## src/rtl/reg_bus_initiator.sv

```systemverilog
// ----------------------------------------------------------------------------
// reg_bus_initiator
//
// Initiator side of the peripheral register bus. Commands (read / write /
// poll) arrive on a valid/ready port and are buffered in a small FIFO. One
// command at a time is popped into a working register. The command is then
// executed as single-cycle strobes towards a register-top responder. Exactly
// one response is returned per command, in command order.
//
// Optional feature, enabled by defining REG_INIT_WR_VERIFY_EN:
//   Every write strobe is followed by one read-back strobe at the same
//   address. The enabled byte lanes are compared with the written data.
//   The response carries the read-back value and err=1 on a mismatch.
//
// Parameters
//   CMD_DEPTH     command FIFO entries (power of 2, >= 2)
//   POLL_W        width of poll_limit_i and the poll counter
//
// Ports
//   clk_i, rst_ni         clock, asynchronous active-low reset
//   cmd_valid_i/ready_o   command handshake (ready = FIFO not full)
//   cmd_op_i              00 read, 01 write, 10 poll, 11 reserved
//   cmd_addr_i            register byte address
//   cmd_wdata_i           write data / poll compare value
//   cmd_mask_i            poll bit mask
//   cmd_be_i              byte enables
//   poll_limit_i          max poll reads (0 = unlimited), sampled at pop
//   rsp_valid_o/ready_i   response handshake
//   rsp_rdata_o           read / poll / verify data
//   rsp_err_o             poll limit hit, reserved op, verify mismatch
//   busy_o                FIFO non-empty or FSM not idle
//   reg_we_o, reg_re_o    bus write / read strobes
//   reg_addr_o            bus address
//   reg_wdata_o           bus write data
//   reg_be_o              bus byte enables
//   reg_rdata_i           bus read data, valid with reg_re_o
// ----------------------------------------------------------------------------
module reg_bus_initiator #(
  parameter int CMD_DEPTH = 4,
  parameter int POLL_W    = 16
) (
  input  logic              clk_i,
  input  logic              rst_ni,
  input  logic              cmd_valid_i,
  output logic              cmd_ready_o,
  input  logic [1:0]        cmd_op_i,
  input  logic [31:0]       cmd_addr_i,
  input  logic [31:0]       cmd_wdata_i,
  input  logic [31:0]       cmd_mask_i,
  input  logic [3:0]        cmd_be_i,
  input  logic [POLL_W-1:0] poll_limit_i,
  output logic              rsp_valid_o,
  input  logic              rsp_ready_i,
  output logic [31:0]       rsp_rdata_o,
  output logic              rsp_err_o,
  output logic              busy_o,
  output logic              reg_we_o,
  output logic              reg_re_o,
  output logic [31:0]       reg_addr_o,
  output logic [31:0]       reg_wdata_o,
  output logic [3:0]        reg_be_o,
  input  logic [31:0]       reg_rdata_i
);

  localparam int AW    = $clog2(CMD_DEPTH);
  localparam int ENT_W = 2 + 32 + 32 + 32 + 4;

  localparam logic [1:0] OP_READ  = 2'b00;
  localparam logic [1:0] OP_WRITE = 2'b01;
  localparam logic [1:0] OP_POLL  = 2'b10;

`ifdef REG_INIT_WR_VERIFY_EN
  typedef enum logic [2:0] {IDLE, ISSUE, GAP, VERIFY, RESP} state_t;
`else
  typedef enum logic [2:0] {IDLE, ISSUE, GAP, RESP} state_t;
`endif

  // --------------------------------------------------------------------------
  // Command FIFO. The pointers carry one extra wrap bit so that full and
  // empty can be told apart without a separate counter.
  // --------------------------------------------------------------------------
  logic [ENT_W-1:0] fifo_mem [CMD_DEPTH];
  logic [AW:0]      wr_ptr_reg;
  logic [AW:0]      rd_ptr_reg;
  logic             fifo_full;
  logic             fifo_empty;
  logic             push;
  logic             pop;
  state_t           state_reg;

  assign fifo_empty  = (wr_ptr_reg == rd_ptr_reg);
  assign fifo_full   = (wr_ptr_reg[AW] != rd_ptr_reg[AW]) &&
                       (wr_ptr_reg[AW-1:0] == rd_ptr_reg[AW-1:0]);
  assign cmd_ready_o = !fifo_full;
  // Readiness depends only on the registered full flag. A push into a full
  // FIFO is therefore refused even when a pop happens in the same cycle.
  assign push        = cmd_valid_i && !fifo_full;
  assign pop         = (state_reg == IDLE) && !fifo_empty;
  assign busy_o      = !fifo_empty || (state_reg != IDLE);

  // The storage has no reset. Only the pointers define validity.
  always_ff @(posedge clk_i) begin
    if (push) begin
      fifo_mem[wr_ptr_reg[AW-1:0]] <= {cmd_op_i, cmd_addr_i, cmd_wdata_i, cmd_mask_i, cmd_be_i};
    end
  end

  always_ff @(posedge clk_i or negedge rst_ni) begin
    if (!rst_ni) begin
      wr_ptr_reg <= '0;
      rd_ptr_reg <= '0;
    end else begin
      if (push) wr_ptr_reg <= wr_ptr_reg + 1'b1;
      if (pop)  rd_ptr_reg <= rd_ptr_reg + 1'b1;
    end
  end

  logic [ENT_W-1:0] head;
  logic [1:0]       head_op;
  logic [31:0]      head_addr;
  logic [31:0]      head_wdata;
  logic [31:0]      head_mask;
  logic [3:0]       head_be;

  assign head = fifo_mem[rd_ptr_reg[AW-1:0]];
  assign {head_op, head_addr, head_wdata, head_mask, head_be} = head;

  // --------------------------------------------------------------------------
  // Working register and poll bookkeeping
  // --------------------------------------------------------------------------
  logic [1:0]        w_op_reg;
  logic [31:0]       w_addr_reg;
  logic [31:0]       w_wdata_reg;
  logic [31:0]       w_mask_reg;
  logic [3:0]        w_be_reg;
  logic [POLL_W-1:0] w_limit_reg;
  logic [POLL_W-1:0] poll_cnt_reg;
  logic [POLL_W-1:0] poll_cnt_next;
  logic              poll_match;
  logic              poll_exhausted;

  assign poll_cnt_next  = poll_cnt_reg + POLL_W'(1);
  assign poll_match     = ((reg_rdata_i & w_mask_reg) == (w_wdata_reg & w_mask_reg));
  // With an unlimited poll (limit 0), the counter is allowed to wrap silently.
  assign poll_exhausted = (w_limit_reg != '0) && (poll_cnt_next == w_limit_reg);

`ifdef REG_INIT_WR_VERIFY_EN
  // Expand the byte enables into a bit mask for the read-back compare.
  logic [31:0] lane_mask;
  for (genvar gi = 0; gi < 4; gi++) begin : g_lane
    assign lane_mask[gi*8 +: 8] = {8{w_be_reg[gi]}};
  end
`endif

  // --------------------------------------------------------------------------
  // Control FSM. All bus and response outputs are registered here. A strobe
  // is asserted on the same edge that enters the strobe state, so the strobe
  // is visible for exactly the cycle that the FSM spends in that state.
  // --------------------------------------------------------------------------
  always_ff @(posedge clk_i or negedge rst_ni) begin
    if (!rst_ni) begin
      state_reg    <= IDLE;
      reg_we_o     <= 1'b0;
      reg_re_o     <= 1'b0;
      reg_addr_o   <= '0;
      reg_wdata_o  <= '0;
      reg_be_o     <= '0;
      rsp_valid_o  <= 1'b0;
      rsp_err_o    <= 1'b0;
      rsp_rdata_o  <= '0;
      w_op_reg     <= '0;
      w_addr_reg   <= '0;
      w_wdata_reg  <= '0;
      w_mask_reg   <= '0;
      w_be_reg     <= '0;
      w_limit_reg  <= '0;
      poll_cnt_reg <= '0;
    end else begin
      // The bus is idle (all zero) unless a strobe is being launched below.
      reg_we_o    <= 1'b0;
      reg_re_o    <= 1'b0;
      reg_addr_o  <= '0;
      reg_wdata_o <= '0;
      reg_be_o    <= '0;

      case (state_reg)
        IDLE: begin
          if (!fifo_empty) begin
            w_op_reg     <= head_op;
            w_addr_reg   <= head_addr;
            w_wdata_reg  <= head_wdata;
            w_mask_reg   <= head_mask;
            w_be_reg     <= head_be;
            w_limit_reg  <= poll_limit_i;
            poll_cnt_reg <= '0;
            if (head_op == 2'b11) begin
              // A reserved op makes no bus access and goes straight to an error response.
              rsp_valid_o <= 1'b1;
              rsp_err_o   <= 1'b1;
              rsp_rdata_o <= '0;
              state_reg   <= RESP;
            end else begin
              reg_we_o    <= (head_op == OP_WRITE);
              reg_re_o    <= (head_op != OP_WRITE);
              reg_addr_o  <= head_addr;
              reg_wdata_o <= head_wdata;
              reg_be_o    <= head_be;
              state_reg   <= ISSUE;
            end
          end
        end

        ISSUE: begin
          case (w_op_reg)
            OP_READ: begin
              rsp_valid_o <= 1'b1;
              rsp_err_o   <= 1'b0;
              rsp_rdata_o <= reg_rdata_i;
              state_reg   <= RESP;
            end
            OP_WRITE: begin
`ifdef REG_INIT_WR_VERIFY_EN
              reg_re_o    <= 1'b1;
              reg_addr_o  <= w_addr_reg;
              reg_be_o    <= w_be_reg;
              state_reg   <= VERIFY;
`else
              rsp_valid_o <= 1'b1;
              rsp_err_o   <= 1'b0;
              rsp_rdata_o <= '0;
              state_reg   <= RESP;
`endif
            end
            OP_POLL: begin
              if (poll_match || poll_exhausted) begin
                rsp_valid_o <= 1'b1;
                rsp_err_o   <= !poll_match;
                rsp_rdata_o <= reg_rdata_i;
                state_reg   <= RESP;
              end else begin
                poll_cnt_reg <= poll_cnt_next;
                state_reg    <= GAP;
              end
            end
            default: begin
              rsp_valid_o <= 1'b1;
              rsp_err_o   <= 1'b1;
              rsp_rdata_o <= '0;
              state_reg   <= RESP;
            end
          endcase
        end

        // One quiet cycle between poll reads, then the next read is launched.
        GAP: begin
          reg_re_o    <= 1'b1;
          reg_addr_o  <= w_addr_reg;
          reg_wdata_o <= w_wdata_reg;
          reg_be_o    <= w_be_reg;
          state_reg   <= ISSUE;
        end

`ifdef REG_INIT_WR_VERIFY_EN
        VERIFY: begin
          rsp_valid_o <= 1'b1;
          rsp_rdata_o <= reg_rdata_i;
          rsp_err_o   <= (((reg_rdata_i ^ w_wdata_reg) & lane_mask) != '0);
          state_reg   <= RESP;
        end
`endif

        RESP: begin
          if (rsp_ready_i) begin
            rsp_valid_o <= 1'b0;
            state_reg   <= IDLE;
          end
        end

        default: state_reg <= IDLE;
      endcase
    end
  end

endmodule

```

## config.mk

```make
export PLATFORM = sky130hd
export DESIGN_NAME = reg_bus_initiator
export DESIGN_NICKNAME = d
export VERILOG_FILES = /design/src/rtl/reg_bus_initiator.sv
export SDC_FILE = /design/constraint.sdc
export NUM_CORES = 1
export LEC_CHECK = 0
export BUFFER_PORTS_ARGS = -buffer_cell sky130_fd_sc_hd__buf_2
export CAP_MARGIN = 20
export CORE_MARGIN = 2
export CORE_UTILIZATION = 25
export DETAILED_ROUTE_END_ITERATION = 7
export GPL_TIMING_DRIVEN = 0
export MAX_ROUTING_LAYER = met4
export PLACE_DENSITY = 0.49
export SYNTH_ARGS = -nofsm -noshare
export SYNTH_HDL_FRONTEND = slang
export SYNTH_SLANG_ARGS = --single-unit
```

## constraint.sdc

```tcl
create_clock -name clk_i -period 3.7 [get_ports clk_i]
set_input_delay 0.185 -clock clk_i [delete_from_list [all_inputs] [get_ports clk_i]]
set_output_delay 0.185 -clock clk_i [all_outputs]
set_load 0.1 [all_outputs]
```

==> results of run 1 <==
area by class of cell:
type | instances | area (µm²)
diodes | 11 | 27.53
plain buffers | 86 | 380.4
clock buffers | 95 | 2161
clock inverters | 49 | 556.8
fillers | 9819 | 67430
inverters | 39 | 146.4
multi-input cells | 693 | 6474
flip-flops and latches | 654 | 18410
well taps | 1357 | 1698
repair buffers | 426 | 3151
power by group through the flow:
stage,Clock (µW),Combinational (µW),Sequential (µW)
after floorplan,0,4770,13600
after global placement,0,10200,11400
after detailed placement,0,10600,11300
after CTS,8250,10700,11200
after global routing,8550,11200,11300
final,8010,10400,11100
cell families (layout without fill, tap and decap cells):
kind of cell,after synthesis,after routing,synth area share [%]
DFF,654,654,72.52
adders and majority gates,6,6,0.2957
and+or+nand+nor,268,268,5.333
muxes,167,167,11.78
buffers and inverters,125,695,2.070
AOI/OAI and AO/OA,192,192,5.939
xor gates and xnor gates,60,60,2.070
other,0,11,0
layout by cell type (no fill, tap or decap), types with 7 or more instances in the layout:
cell type      synthesis  final
a211o_1               10     10
a21o_1                71     71
a21oi_1                7      7
a22o_1                68     68
a22oi_1               16     16
and2_1                71     71
buf_1                 16     16
buf_16                 0      9
buf_2                  7    265
bufinv_16              0     11
clkbuf_1              53     59
clkbuf_16              0     82
clkinv_1               0      8
clkinv_2               0     17
dfrtp_1              246    246
diode_2                0     11
dlygate4sd3_1          0    153
edfxtp_1             408    408
inv_1                 39     39
mux2_2                33     33
mux2i_1               32     32
mux4_2               102    102
nand2_1              106    106
nand3_1               10     10
nand4_1               11     11
nor2_1                22     22
nor3_1                11     11
nor4_1                 7      7
o21ai_0                7      7
xnor2_1               16     16
xor2_1                44     44
what timing repair did:
action                     4_1_cts  5_1_grt
hold buffers                   153        0
setup buffers                    0        2
setup endpoints to repair        0       39
hold endpoints to repair       538        0
resized for setup                0        5
layer usage:
layer	part of all wire, %	global-route usage [%]	vias to the layer above
met4	1.8	4.031	0
met1	45	18.82	7578
met5	0	-	-
met2	47	23.31	399
li1	-	-	6620
met3	6.0	3.390	90
through the flow:
| step | cells | power, µW | TNS (ns) | utilization (%) | cell area, µm² |
|---|---|---|---|---|---|
| 2_1_floorplan | 1472 | 18330 | 0 | - | 25390 |
| 3_3_place_gp | 3088 | 21600 | -769.25 | 28.26 | 28380 |
| 3_5_place_dp | 3100 | 21880 | 0 | 28.58 | 28710 |
| 4_1_cts | 3397 | 30180 | 0 | 32.81 | 32960 |
| 5_1_grt | 3409 | 31100 | 0 | 32.86 | 33000 |
| 6_report | 3410 | 29590 | 0 | 32.86 | 33000 |
final timing paths:
check                                             from                     endpoint  depth (start not counted)
hold / removal                                  rst_ni  rsp_rdata_o[31]$_DFFE_PN0P_                          2
hold reg to reg              w_addr_reg[2]$_DFFE_PN0P_    w_addr_reg[2]$_DFFE_PN0P_                          1
setup reg to reg           poll_cnt_reg[0]$_DFFE_PN0P_  rsp_rdata_o[28]$_DFFE_PN0P_                         11
min in group clk_i                     poll_limit_i[1]   w_limit_reg[1]$_DFFE_PN0P_                          4
setup / recovery           poll_cnt_reg[0]$_DFFE_PN0P_  rsp_rdata_o[28]$_DFFE_PN0P_                         11
max in group asynchronous                       rst_ni    w_addr_reg[9]$_DFFE_PN0P_                          3
==> results.md, run 1 <==
- # nets final: approximately 2.1k
- Sequential fraction of the synthesis area: 72.52%
- Cell area after synthesis: 25380 µm²
- Vias/cell: 4.307
- Core Region: around 100000 µm²
- Sequential fraction of design power: a little under two fifths
- Fin crit period: 3.465 ns
- Post-synth ARST share: 37.61%
- Post-DP HPWL: 51700 µm
- Initial antenna violation count: 12
- Layout cells sized above 1: between 20% and 30%
- Clock insertion delay at the later pin of the skew report: 0.64 ns
- Fin crit share: 93.65%
- PortBufs: 259
- Status: finished clean
- Root buf cell: clkbuf_16
- Gr ovfl total: 0
- Pin count of the biggest net entering global routing: 103
- Ys flop type: edfxtp_1
- Top cells by count, synth: 408 x edfxtp_1, 246 x dfrtp_1, 106 x nand2_1
- Crit end category: flop
- Logic pwr share: 35.3%
- Rows: 116
- Data arrival, critical path: 4.00 ns
- Post-Syn Instances: roughly 1.5k
- Startpoint Class: flop
- Fin Clk Skew: 0.02816 ns
- Critical Path Max Stage Delay: between 0.5 and 0.6 ns
- Leak: 0.01315 µW
- PnR worst setup slack: 0.2348 ns
- Vias in the first global route: between 15k and 20k
- Pwr Density: 896.6 nW/µm²
- Maximum VDD drop: 0.6620 mV
- Yosys reg bits: 654
- CTS Buf Count: 77
- Top delay family on crit path: simple AND/OR/NAND/NOR gates
- Pre-CTS setup slack: about 0.052 ns
- Synth cell types: 50
- Cell Int Power: 18290 µW
- Die W: 322.7 µm
- H-tree depth: 3
- Hold crit path type: in -> async
- EDFF count, synth: 408
- CTS Buffer Depth: 3
- Final wirelength: 74000 µm
- CTS tree: built
- GRT Util Overall: 14.68%
- # IOs: 260
- GP Congestion: 0.8312
- First-pass DRT Iterations: 5
- Initial Util: 25.27%
- CP max-delay cell: or4_4
- RSZ-0062 raised after global routing: no
- Switching power: 11300 µW
- Global-route wire length before repair: 106000 µm
- Req. time, crit path: 4.24 ns
- Reg2reg setup slack: 0.23 ns
- Max FFs per register: about 400
- Die ar.: roughly 100000 µm²
- Final ANT Viol Nets: 0
- Drt wl/cell: approximately 22 µm
- Synth Net Count: 1632
- Final hold vios: 0
- Synth top area cells: edfxtp_1 48%, dfrtp_1 24%, mux4_2 9.0%, a22o_1 2.3%, a21o_1 2.1%
- First DRT Iteration DRCs: 931
- DRC violations left: 0
- Yosys top cell area share: 48.26%
- Final-report max-slew violation count: 0
- Clock-pin slew on the worst setup and hold paths: 0.06 ns
- # setup viols final: 0
- Clk pwr share: between 20 and 30%
- Count leader, synth: edfxtp_1
- CTS Sinks: 654
- CP max FO: 10
- Cell Chain, Critical Path: ha_2 > nand4_1 > or4_4 > or3_1 > a221oi_1 > nand4_1 > o21ai_2 > and2_1 > buf_6 > buf_6 > mux2i_1
- Synth area leader: edfxtp_1
- CP Class: reg -> reg
- Maximum clock frequency: 288.6 MHz
- YS warnings: 0
- DR vias: 14.69k
- Sw frac: between 30% and 40%
- Die extent in y: between 300 and 400 µm
- Critical path buffer and inverter count: 2
- Actual slew at the worst max-slew pin: approximately 1.0 ns
- Max_cap viols: 0
- WHS: roughly 0.094 ns
- Relative slew slack: about a third
- Area growth from synthesis to layout: 30.01%
- Mapped Avg Cell Area: 17.24 µm²
No activity file was read; power rests on OpenSTA's default activity.
==> inputs of run 2 (changes only) <==
CORE_UTILIZATION = 55   (was 25)
CTS_BUF_LIST = sky130_fd_sc_hd__clkbuf_4   (was not set)
PLACE_DENSITY = 0.85   (was 0.49)
==> run 2 against run 1 <==
Compared with the run above:
- wire length is 0.16% lower
- total power shrank 4.4%
- first-iteration DRC count grew 69%
- sequential cell count is the same
- critical path type unchanged
- largest cell class unchanged
==> results.md, run 2 (same netlist as run 1, synthesis figures left out) <==
- Status: finished clean (unchanged)
- DRC violations left: 0 (unchanged)
- Relative slew slack: 22.43% (was 31.56%)
- Die ar.: 47890 µm² (was 104100 µm²)
- Setup TNS Final: 0 ns (unchanged)
- Hold crit path type: in -> reg (was in -> async)
- Actual slew at the worst max-slew pin: 1.164 ns (was 1.027 ns)
- Pre-CTS setup slack: 0.1634 ns (was 0.05219 ns)
- First-pass DRT Iterations: 5 (unchanged)
- Initial antenna violation count: 11 (was 12)
- DP Area: 27630 µm² (was 28710 µm²)
- Filler Cell Count: 2643 (was 9819)
- Fin Clk Skew: 0.08847 ns (was 0.02816 ns)
- Leak: 0.01370 µW (was 0.01315 µW)
- Fin crit share: 95.60% (was 93.65%)
- Cell Int Power: 16760 µW (was 18290 µW)
- PortBufs: 259 (unchanged)
- Critical Path Max Stage Delay: 0.52 ns (about the same)
- CTS tree: built (unchanged)
- Area growth from synthesis to layout: 29.80% (was 30.01%)
- Initial Util: 55.82% (was 25.27%)
- # setup viols final: 0 (unchanged)
- Final hold vios: 0 (unchanged)
- GRT Util Overall: 32.56% (was 14.68%)
- GP Congestion: 0.8871 (was 0.8312)
- Clk pwr share: 22.9% (was 27.1%)
- Maximum VDD drop: 0.7004 mV (was 0.6620 mV)
- Startpoint Class: flop (unchanged)
- Post-DP HPWL: 41810 µm (was 51700 µm)
- CTS Buffer Depth: 3 (unchanged)
- Max FFs per register: 408 (unchanged)
- Commonest non-fill, non-tap cell in the layout: edfxtp_1 (unchanged)
- Fin crit period: 3.537 ns (was 3.465 ns)
- Gr ovfl total: 0 (unchanged)
- Root buf cell: clkbuf_4 (was clkbuf_16)
- Reg2reg setup slack: 0.16 ns (was 0.23 ns)
- Vias/cell: 5.779 (was 4.307)
- CP max-delay cell: or4_4 (unchanged)
- Final Cell Area: 32950 µm² (was 33000 µm²)
- Die W: 218.8 µm (was 322.7 µm)
- Core Region: 45480 µm² (was 100400 µm²)
- Final-report max-slew violation count: 0 (unchanged)
- Clock insertion delay at the later pin of the skew report: 1.02 ns (was 0.64 ns)
- Pin count of the biggest net entering global routing: 121 (was 103)
- RSZ-0062 raised after global routing: no (unchanged)
- Layout cells sized above 1: 29.89% (was 27.62%)
- WHS: 0.1182 ns (was 0.09401 ns)
- Sw frac: 40.71% (was 38.18%)
- Crit end category: flop (unchanged)
- Die extent in y: 218.8 µm (was 322.7 µm)
- Switching power: 11510 µW (was 11300 µW)
- PnR worst setup slack: 0.1628 ns (was 0.2348 ns)
- Sequential fraction of design power: 39.7% (was 37.7%)
- Req. time, crit path: 4.56 ns (was 4.24 ns)
- Final wirelength: 73880 µm (was 74000 µm)
- Logic pwr share: 37.4% (was 35.3%)
- DR vias: 17.07k (was 14.69k)
- Cell Chain, Critical Path: ha_2 > nand4_1 > or4_4 > or3_1 > a221oi_2 > nand4_1 > o21ai_2 > and2_1 > buf_6 > buf_6 > mux2i_1 (was ha_2 > nand4_1 > or4_4 > or3_1 > a221oi_1 > nand4_1 > o21ai_2 > and2_1 > buf_6 > buf_6 > mux2i_1)
- # IOs: 260 (unchanged)
- CTS Buf Count: 160 (was 77)
- Final ANT Viol Nets: 0 (unchanged)
- Pwr Density: 858.2 nW/µm² (was 896.6 nW/µm²)
- Rows: 78 (was 116)
- Data arrival, critical path: 4.40 ns (was 4.00 ns)
- Vias in the first global route: 18.26k (was 15.59k)
- Clock-pin slew on the worst setup and hold paths: 0.07 ns (was 0.06 ns)
- Max_cap viols: 0 (unchanged)
- Top delay family on crit path: simple AND/OR/NAND/NOR gates (unchanged)
- CTS Sinks: 654 (unchanged)
- H-tree depth: 4 (was 3)
- CP Class: reg -> reg (unchanged)
- Global-route wire length before repair: 109100 µm (was 106000 µm)
- Maximum clock frequency: 282.7 MHz (was 288.6 MHz)
- CP max FO: 10 (unchanged)
- Most frequent cells in the layout: 408 x edfxtp_1, 303 x dlygate4sd3_1, 265 x buf_2 (was 408 x edfxtp_1, 265 x buf_2, 246 x dfrtp_1)
- First DRT Iteration DRCs: 1578 (was 931)
- Critical path buffer and inverter count: 2 (unchanged)
- # nets final: 2365 (was 2137)
- Drt wl/cell: 25.01 µm (was 21.70 µm)
## run 2: changes by cell type in the layout (fill, tap and decap cells not counted), sizes merged
cell,delta
buf,-5
bufinv,-7
clkbuf,+154
clkinv,+13
clkinvlp,-3
diode,+1
dlygate4sd3,+150
inv,-2
## run 2: worst paths after layout
check,start,end,cells after the start
worst max register to register,poll_cnt_reg[0]$_DFFE_PN0P_,rsp_rdata_o[5]$_DFFE_PN0P_,11
max in group asynchronous,rst_ni,w_op_reg[1]$_DFFE_PN0P_,5
worst max-delay path,poll_cnt_reg[0]$_DFFE_PN0P_,rsp_rdata_o[5]$_DFFE_PN0P_,11
worst min-delay path,reg_rdata_i[26],rsp_rdata_o[26]$_DFFE_PN0P_,4
min in group asynchronous,rst_ni,reg_addr_o[8]$_DFF_PN0_,4
worst min register to register,w_addr_reg[26]$_DFFE_PN0P_,w_addr_reg[26]$_DFFE_PN0P_,1
## run 2: layout make-up
class / instances / area [µm²] / area share, %
flip-flops and latches: 654 / 18410 / 55.87
multi-input cells: 693 / 6480 / 19.67
repair buffers: 571 / 4539 / 13.78
clock buffers: 249 / 1869 / 5.673
well taps: 600 / 750.7 / 2.278
plain buffers: 86 / 379.1 / 1.151
clock inverters: 50 / 346.6 / 1.052
inverters: 39 / 146.4 / 0.4443
diodes: 12 / 30.03 / 0.09114
## run 2: power by group through the flow
stage	logic [µW]	registers [µW]	clock network, µW
6_report	10600	11200	6460
3_5_place_dp	10100	11200	0
2_1_floorplan	4770	13600	0
5_1_grt	11100	11300	6920
4_1_cts	10400	11100	6420
3_3_place_gp	9730	11200	0
## run 2: routing by layer
| metal | global-route usage [%] | vias up | wire, µm |
|---|---|---|---|
| li1 | - | 7205 | - |
| met3 | 9.286 | 214 | 6487 |
| met1 | 37.60 | 8655 | 27070 |
| met2 | 52.16 | 997 | 37110 |
| met5 | - | - | 0 |
| met4 | 17.09 | 0 | 3208 |
## run 2: repair_timing
action,CTS,global route
endpoints found under the setup margin,0,37
setup buffers,0,2
hold buffers,304,0
endpoints found under the hold margin,889,0
gates resized for setup,0,2
## run 2: metrics by stage
step	instances	utilization, %	total power [µW]
finish	2954	72.45	28280
floorplan	1472	-	18330
CTS	2940	72.33	27900
global route	2953	72.44	29340
detailed placement	2337	60.75	21310
global placement	2331	60.33	20910
## run 2: worst min-delay path, stage by stage
cell           delay, ns
dlygate4sd3_1       0.57
buf_2               0.14
nand2_1             0.05
mux2i_1             0.06
==> inputs of run 3 (changes only) <==
CORE_UTILIZATION = 60   (was 55)
PLACE_DENSITY = 0.88   (was 0.85)
clock period = 4.2 ns   (was 3.7 ns; I/O delays follow)
==> run 3 against run 2 <==
Compared with the run above:
- sequential share of layout area is 0.37 points higher
- global-route usage grew 5.7 points
- clock power fell by 11%
- count of clock-buffer cells in the layout shrank 2
- critical path type unchanged
- critical endpoint is now rsp_rdata_o[12]$_DFFE_PN0P_
- largest power group unchanged
==> results.md, run 3 (same netlist as run 1, synthesis figures left out) <==
- Status: finished clean (unchanged)
- PortBufs: 259 (unchanged)
- Logic pwr share: 37.4% (about the same)
- Pwr Density: 770.0 nW/µm² (was 858.2 nW/µm²)
- Fin crit share: 94.82% (was 95.60%)
- Startpoint Class: flop (unchanged)
- Final wirelength: 79830 µm (was 73880 µm)
- Die W: 209.7 µm (was 218.8 µm)
- Count of hold-fix buffers inserted at cts: 299 (was 304)
- Global-route wire length before repair: 116600 µm (was 109100 µm)
- Pin count of the biggest net entering global routing: 107 (was 121)
- First DRT Iteration DRCs: 2219 (was 1578)
- GP Congestion: 0.9142 (was 0.8871)
- Final ANT Viol Nets: 0 (unchanged)
- Drt wl/cell: 27.76 µm (was 25.01 µm)
- Initial antenna violation count: 10 (was 11)
- DRC violations left: 0 (unchanged)
- Post-CTS Setup Bufs: 0 (unchanged)
- Area growth from synthesis to layout: 28.96% (was 29.80%)
- H-tree depth: 4 (unchanged)
- Hold crit path type: in -> reg (unchanged)
- Die ar.: 43970 µm² (was 47890 µm²)
- Root buf cell: clkbuf_4 (unchanged)
- Worst r2r src: poll_cnt_reg[0]$_DFFE_PN0P_ (unchanged)
- Relative slew slack: 30.56% (was 22.43%)
- CTS tree: built (unchanged)
- Core Region: 41850 µm² (was 45480 µm²)
- Rows: 75 (was 78)
- Gr ovfl total: 0 (unchanged)
- Cell Chain, Critical Path: ha_1 > nand4_1 > or4_4 > or3_1 > a221oi_1 > nand4_1 > o21ai_2 > and2_1 > buf_6 > buf_6 > mux2i_1 (was ha_2 > nand4_1 > or4_4 > or3_1 > a221oi_2 > nand4_1 > o21ai_2 > and2_1 > buf_6 > buf_6 > mux2i_1)
- Fin crit period: 3.983 ns (was 3.537 ns)
- First-pass DRT Iterations: 6 (was 5)
- CTS Buffer Depth: 3 (unchanged)
- Critical Path Max Stage Delay: 0.59 ns (was 0.52 ns)
- GRT Util Overall: 38.21% (was 32.56%)
- # resized after CTS: 0 (unchanged)
- Crit end category: flop (unchanged)
- Switching power: 10480 µW (was 11510 µW)
- Fin Clk Skew: 0.08356 ns (was 0.08847 ns)
- Max FFs per register: 408 (unchanged)
- Maximum clock frequency: 251.1 MHz (was 282.7 MHz)
- Max_cap viols: 0 (unchanged)
- Pwr Total: 25210 µW (was 28280 µW)
- CP Class: reg -> reg (unchanged)
- Most frequent cells in the layout: 408 x edfxtp_1, 298 x dlygate4sd3_1, 265 x buf_2 (was 408 x edfxtp_1, 303 x dlygate4sd3_1, 265 x buf_2)
- CP max FO: 10 (unchanged)
- Post-DP HPWL: 41810 µm (about the same)
- CTS Sinks: 654 (unchanged)
- CTS Buf Count: 156 (was 160)
- Die extent in y: 209.7 µm (was 218.8 µm)
- Layout cells sized above 1: 29.69% (was 29.89%)
- Final-report max-slew violation count: 0 (unchanged)
- Vias/cell: 6.177 (was 5.779)
- Top delay family on crit path: simple AND/OR/NAND/NOR gates (unchanged)
- DP Area: 27550 µm² (was 27630 µm²)
- Commonest non-fill, non-tap cell in the layout: edfxtp_1 (unchanged)
- WHS: 0.08428 ns (was 0.1182 ns)
- Clock-pin slew on the worst setup and hold paths: 0.11 ns (was 0.07 ns)
- Sequential fraction of design power: 39.7% (about the same)
- Maximum VDD drop: 0.9724 mV (was 0.7004 mV)
- Critical path buffer and inverter count: 2 (unchanged)
- # IOs: 260 (unchanged)
- CP max-delay cell: or4_4 (unchanged)
- # setup viols final: 0 (unchanged)
- # nets final: 2354 (was 2365)
- Clock insertion delay at the later pin of the skew report: 1.04 ns (was 1.02 ns)
- Req. time, crit path: 5.08 ns (was 4.56 ns)
- Setup crit start: poll_cnt_reg[0]$_DFFE_PN0P_ (unchanged)
- Sw frac: 41.57% (was 40.71%)
- Final hold vios: 0 (unchanged)
- Worst Hold Launch: reg_rdata_i[26] (unchanged)
- DR vias: 17.77k (was 17.07k)
- Clk pwr share: 22.9% (about the same)
- Final Cell Area: 32740 µm² (was 32950 µm²)
- Data arrival, critical path: 4.86 ns (was 4.40 ns)
- Leak: 0.01364 µW (was 0.01370 µW)
- Initial Util: 60.65% (was 55.82%)
- RSZ-0062 raised after global routing: no (unchanged)
- Cell Int Power: 14730 µW (was 16760 µW)
- Actual slew at the worst max-slew pin: 1.042 ns (was 1.164 ns)
- Vias in the first global route: 18.74k (was 18.26k)
run 3: worst register-to-register path, stage by stage (launching register included):
cell	delay, ns
dfrtp_1	0.44
ha_1	0.28
nand4_1	0.36
or4_4	0.59
or3_1	0.40
a221oi_1	0.30
nand4_1	0.16
o21ai_2	0.22
and2_1	0.17
buf_6	0.18
buf_6	0.23
mux2i_1	0.55
run 3: final timing paths:
check	cells after the start	slack, ns	endpoint
worst max-delay path	11	0.22	rsp_rdata_o[12]$_DFFE_PN0P_
worst min register to register	1	0.49	wr_ptr_reg[2]$_DFFE_PN0P_
max in group asynchronous	4	3.32	w_addr_reg[24]$_DFFE_PN0P_
worst max register to register	11	0.22	rsp_rdata_o[12]$_DFFE_PN0P_
worst min-delay path	4	0.08	rsp_rdata_o[26]$_DFFE_PN0P_
min in group asynchronous	4	0.30	rsp_rdata_o[21]$_DFFE_PN0P_
run 3: final cells by class:
class	count	area, µm²
plain buffers	86	379.1
diodes	13	32.53
clock inverters	41	295.3
multi-input cells	693	6471
flip-flops and latches	654	18410
repair buffers	564	4474
well taps	539	674.4
fillers	2053	9117
clock buffers	247	1854
inverters	39	146.4
run 3: layer usage:
metal	routed length [µm]	track usage (%)	share of wire, %
met1	27200	44.31	34
met2	39730	60.49	50
met3	7708	9.741	9.7
met4	5192	23.53	6.5
met5	0	-	0
run 3: power by group through the flow:
| stage | clock, µW | sequential [µW] | combinational (µW) |
|---|---|---|---|
| finish | 5760 | 10000 | 9440 |
| global route | 6090 | 10100 | 9800 |
| CTS | 5560 | 9800 | 9130 |
| detailed placement | 0 | 9900 | 8860 |
| global placement | 0 | 9870 | 8540 |
| floorplan | 0 | 11900 | 4200 |
run 3: through the flow:
stage               setup WS (ns)  std cells  utilization (%)  TNS, ns
global placement           -1.536       2270            65.37  -371.72
detailed placement         0.5950       2276            65.83        0
global route              0.06089       2876            78.22        0
finish                     0.2174       2876            78.22        0
CTS                        0.5447       2863            78.14        0
floorplan                  0.7921       1472                -        0
